[config.mk]
export PLATFORM = sky130hd
export DESIGN_NAME = pipeline_controller
export DESIGN_NICKNAME = d
export VERILOG_FILES = /design/src/rtl/pipeline_controller.sv
export SDC_FILE = /design/constraint.sdc
export NUM_CORES = 1
export LEC_CHECK = 0
export ABC_CLOCK_PERIOD_IN_PS = 2200
export CAP_MARGIN = 20
export CORE_MARGIN = 4
export CORE_UTILIZATION = 47
export CTS_BUF_LIST = sky130_fd_sc_hd__clkbuf_8
export CTS_CLUSTER_DIAMETER = 200
export DETAILED_ROUTE_END_ITERATION = 6
export PLACE_DENSITY = 0.82
export REMOVE_ABC_BUFFERS = 1
export SYNTH_ARGS = -nofsm -noshare
export SYNTH_HDL_FRONTEND = slang
export SYNTH_SLANG_ARGS = --single-unit
[constraint.sdc]
create_clock -name i_clk -period 2.2 [get_ports i_clk]
set_input_delay 0.22 -clock i_clk [delete_from_list [all_inputs] [get_ports i_clk]]
set_output_delay 0.22 -clock i_clk [all_outputs]
set_load 0.03 [all_outputs]
[src/rtl/pipeline_controller.sv]
// Run/step/halt sequencer for a 5-stage pipeline: drives stage enables, load-use bubbles and branch flushes.
// Enables are combinational from state and inputs; state, drain counter and cycle counter are registered.
module pipeline_controller #(
    parameter int DRAIN_CYCLES = 4,
    parameter int COUNTER_SIZE = 32
) (
    input  logic                    i_clk,
    input  logic                    i_reset,
    input  logic                    i_run,
    input  logic                    i_step,
    input  logic                    i_halt_op,
    input  logic                    i_ex_mem_read,
    input  logic                    i_next_pc_src,
    input  logic [4:0]              i_id_rs,
    input  logic [4:0]              i_id_rt,
    input  logic [4:0]              i_ex_rt,
    output logic                    o_pc_enable,
    output logic                    o_if_id_enable,
    output logic                    o_if_id_flush,
    output logic                    o_id_ex_enable,
    output logic                    o_ctr_reg_src,
    output logic                    o_halted,
    output logic [2:0]              o_state,
    output logic [COUNTER_SIZE-1:0] o_cycle_count
);

    localparam int DCW = (DRAIN_CYCLES > 1) ? $clog2(DRAIN_CYCLES) : 1;

    typedef enum logic [2:0] {
        IDLE   = 3'd0,
        RUN    = 3'd1,
        STEP   = 3'd2,
        DRAIN  = 3'd3,
        HALTED = 3'd4
    } state_t;

    state_t           state;
    state_t           state_next;
    logic [DCW-1:0]   drain_cnt;
    logic             hazard;
    logic             enter_drain;

    assign hazard = i_ex_mem_read && (i_ex_rt != 5'd0) &&
                    ((i_ex_rt == i_id_rs) || (i_ex_rt == i_id_rt));

    // A stalled HALT is not yet committed; it is re-seen next cycle.
    assign enter_drain = i_halt_op && !hazard;

    always_ff @(posedge i_clk or posedge i_reset) begin
        if (i_reset) begin
            state <= IDLE;
        end else begin
            state <= state_next;
        end
    end

    always_comb begin
        state_next     = state;
        o_pc_enable    = 1'b0;
        o_if_id_enable = 1'b0;
        o_if_id_flush  = 1'b0;
        o_id_ex_enable = 1'b0;
        o_ctr_reg_src  = 1'b0;
        o_halted       = 1'b0;
        case (state)
            IDLE: begin
                if (i_run) begin
                    state_next = RUN;
                end else if (i_step) begin
                    state_next = STEP;
                end
            end
            RUN, STEP: begin
                o_id_ex_enable = 1'b1;
                if (hazard) begin
                    o_ctr_reg_src = 1'b1;
                end else begin
                    o_pc_enable    = 1'b1;
                    o_if_id_enable = 1'b1;
                    o_if_id_flush  = i_next_pc_src;
                end
                if (enter_drain) begin
                    state_next = DRAIN;
                end else if (state == STEP || !i_run) begin
                    state_next = IDLE;
                end
            end
            DRAIN: begin
                o_id_ex_enable = 1'b1;
                o_ctr_reg_src  = 1'b1;
                if (drain_cnt == '0) begin
                    state_next = HALTED;
                end
            end
            HALTED: begin
                o_halted = 1'b1;
            end
            default: begin
                state_next = IDLE;
            end
        endcase
    end

    always_ff @(posedge i_clk or posedge i_reset) begin
        if (i_reset) begin
            drain_cnt <= '0;
        end else if ((state == RUN || state == STEP) && enter_drain) begin
            drain_cnt <= DCW'(DRAIN_CYCLES - 1);
        end else if (state == DRAIN && drain_cnt != '0) begin
            drain_cnt <= drain_cnt - DCW'(1);
        end
    end

    always_ff @(posedge i_clk or posedge i_reset) begin
        if (i_reset) begin
            o_cycle_count <= '0;
        end else if (state == RUN || state == STEP || state == DRAIN) begin
            o_cycle_count <= o_cycle_count + COUNTER_SIZE'(1);
        end
    end

    assign o_state = state;

endmodule

==> flow_summary.ini <==
[run_status]
outcome = completed

[cells_and_area]
antenna_cells = 0
area_growth_pct = 42.9
final_area_mm2 = 0.00275
final_nets = 281
final_common_cell = clkdlybuf4s50_1
fillers = 290
final_cell_mix = 57 x clkdlybuf4s50_1, 37 x dfrtp_1, 21 x xnor2_1, 21 x xor2_1, 20 x nor2_1
drive_gt1_share_pct = 13.2
fin_util_pct = 72.3

[setup_path]
cp-start-kind = input port
critical_path_class = in2out
critPathRequiredTime_ns = 1.98
crit_path_end_kind = output port
path_max_fanout = 2
arrival_ns = 1.91

[place]
hpwl_um = 3320
gp_congestion = 0.785
place_ws_ns = -0.259
dpl_cell_area_mm2 = 0.00264
port_buffers = 62

[grt]
grt_max_degree = 18
grt.total_usage_pct = 16.8
antenna_found_initial = 0
grt_overflow = 0
grt_pass1_wl_um = 6780
grt_pass1_vias = 1486

[die]
die-area_mm2 = 0.00518
die_w_um = 72.0
core_mm2 = 0.00380
io_pins = 63
start_util_pct = 50.6
fp-row-count = 22
die_h_um = 72.0

[run]
drv_cap = 0

[timing]
relSlewSlack_pct = 59.0
setup_ws_ns = 0.0702
finalCritPeriodShare_pct = 96.8
setup_viol = 0
fin_skew_ns = 0.0110
fmax_mhz = 470
rsz0062_at_grt = false
tightest_slew_ns = 0.615
finalMaxSlewViolations = 0
final-hold-violation-count = 0
fin_crit_ns = 2.13

[power]
finalPower_uw = 2600
ir_drop_v = 0.00104
power_leakage_uw = 0.00123
power_density_mw_per_mm2 = 948

[route]
initialDrtViolationCount = 81
via_count = 1571
avgViaCountPerCell = 5.13
drt_wl_total_um = 4160
drc = 0
dr.pass1.iters = 4
post_drt_wl_per_cell_um = 13.6
antenna_left = 0

[logic_synthesis]
synth_top_area_share_pct = 48.1
syn-cell-area_mm2 = 0.00192
synth_flop_cell = dfrtp_1
avgSynthCellArea_um2 = 10.6
synthArstFlopShare_pct = 100
ys_top_cells_by_area = dfrtp_1 48%, xnor2_1 9.6%, xor2_1 9.6%
synth_edf_count = 0
synth_area_leader_cell = dfrtp_1
yosysUniqueCellTypes = 37
ys_warn_count = 0
ys_seq_area_share_pct = 48.1
ys_ff_latch = 37
syn_inst = 182

[clock_tree]
cts-root-buf = clkbuf_8
cts_tree = built
cts_max_level = 2
clk_pin_slew_ns = 0.08
cts_max_path_buffers = 2
clk_latency_ns = 0.29
ctsHoldBuffers = 0
numCtsBuffers = 5
cts_sinks = 37

[hold_path]
worst_hold_path_type = in2async
-- layout make-up --
class / count / area (um^2) / share of cell area (%)
well taps: 48 / 60.1 / 2.19
clock buffers: 6 / 82.6 / 3.01
multi-input cells: 132 / 942 / 34.3
clock inverters: 2 / 13.8 / 0.501
flip-flops and latches: 37 / 926 / 33.7
inverters: 9 / 33.8 / 1.23
repair buffers: 72 / 689 / 25.1
-- sequential cells by signal (all words and copies together) (netlist names) --
name / cells
drain_cnt: 2
o_cycle_count: 32
o_state: 3
-- stage by stage --
stage	setup TNS [ns]	instances	hold slack [ns]
2_1_floorplan	-0.759	178	0.400
3_3_place_gp	-0.391	298	0.457
3_5_place_dp	-0.524	298	0.459
4_1_cts	0	306	0.316
5_1_grt	0	306	0.355
6_report	0	306	0.296
-- report_power, final --
group	internal [uW]	switching, uW	total (uW)	leakage, uW
sequential	791	152	944	0.000492
clock	254	244	497	0.0000512
combinational	505	659	1160	0.000691
-- critical path, cell delays in order --
cell and delay, ns:
clkdlybuf4s50_1 0.42, or4_1 0.54, o21ai_2 0.15, nor2_1 0.07, buf_4 0.14, nor3_2 0.17
buf_4 0.19
-- synthesized netlist by cell type, types with 2 or more instances --
cell and instances:
nand4_2 2, xnor2_1 21, buf_4 4, nand4_1 5
nor3_1 4, ha_1 2, o211ai_1 2, dfrtp_1 37
nand2_1 17, and3_1 2, and4_1 3, inv_1 9
xor2_1 21, nand3_1 8, o21ai_0 3, and2_1 2
nor2_1 20
-- final timing paths --
path	start	end	slack [ns]	cells past startpoint
worst max-delay path	i_ex_rt[1]	o_pc_enable	0.07	7
worst min-delay path	i_reset	o_cycle_count[26]	0.30	2
worst max register to register	o_cycle_count[7]	o_cycle_count[28]	0.40	5
worst min register to register	o_cycle_count[31]	o_cycle_count[31]	0.47	1
max in group asynchronous	i_reset	o_cycle_count[0]	1.30	3
min in group i_clk	o_cycle_count[31]	o_cycle_count[31]	0.47	1
-- repair_timing --
action                                  in CTS  in global routing
hold endpoints to repair                     0                  0
endpoints found under the setup margin       4                  4
buffers inserted                             0                  0
gates resized for setup                      3                  2
-- logic make-up (layout without fill, tap and decap cells) --
logic type	after synthesis	in the layout	share of synthesized area, %
compound gates	11	11	3.97
xor+xnor	43	43	20.0
fa+ha+maj	2	2	1.30
buf+inv	13	89	3.32
flops	37	37	48.1
mux	1	1	0.586
simple gates	75	75	22.7
-- layer usage --
metal,track usage (%),up-vias,part of all wire [%]
met1,22.4,743,43
met2,26.7,63,49
li1,-,760,-
met4,5.64,0,1.3
met3,4.43,5,6.3
met5,0,-,0
Note: power is estimated with default switching activity, not from simulation.
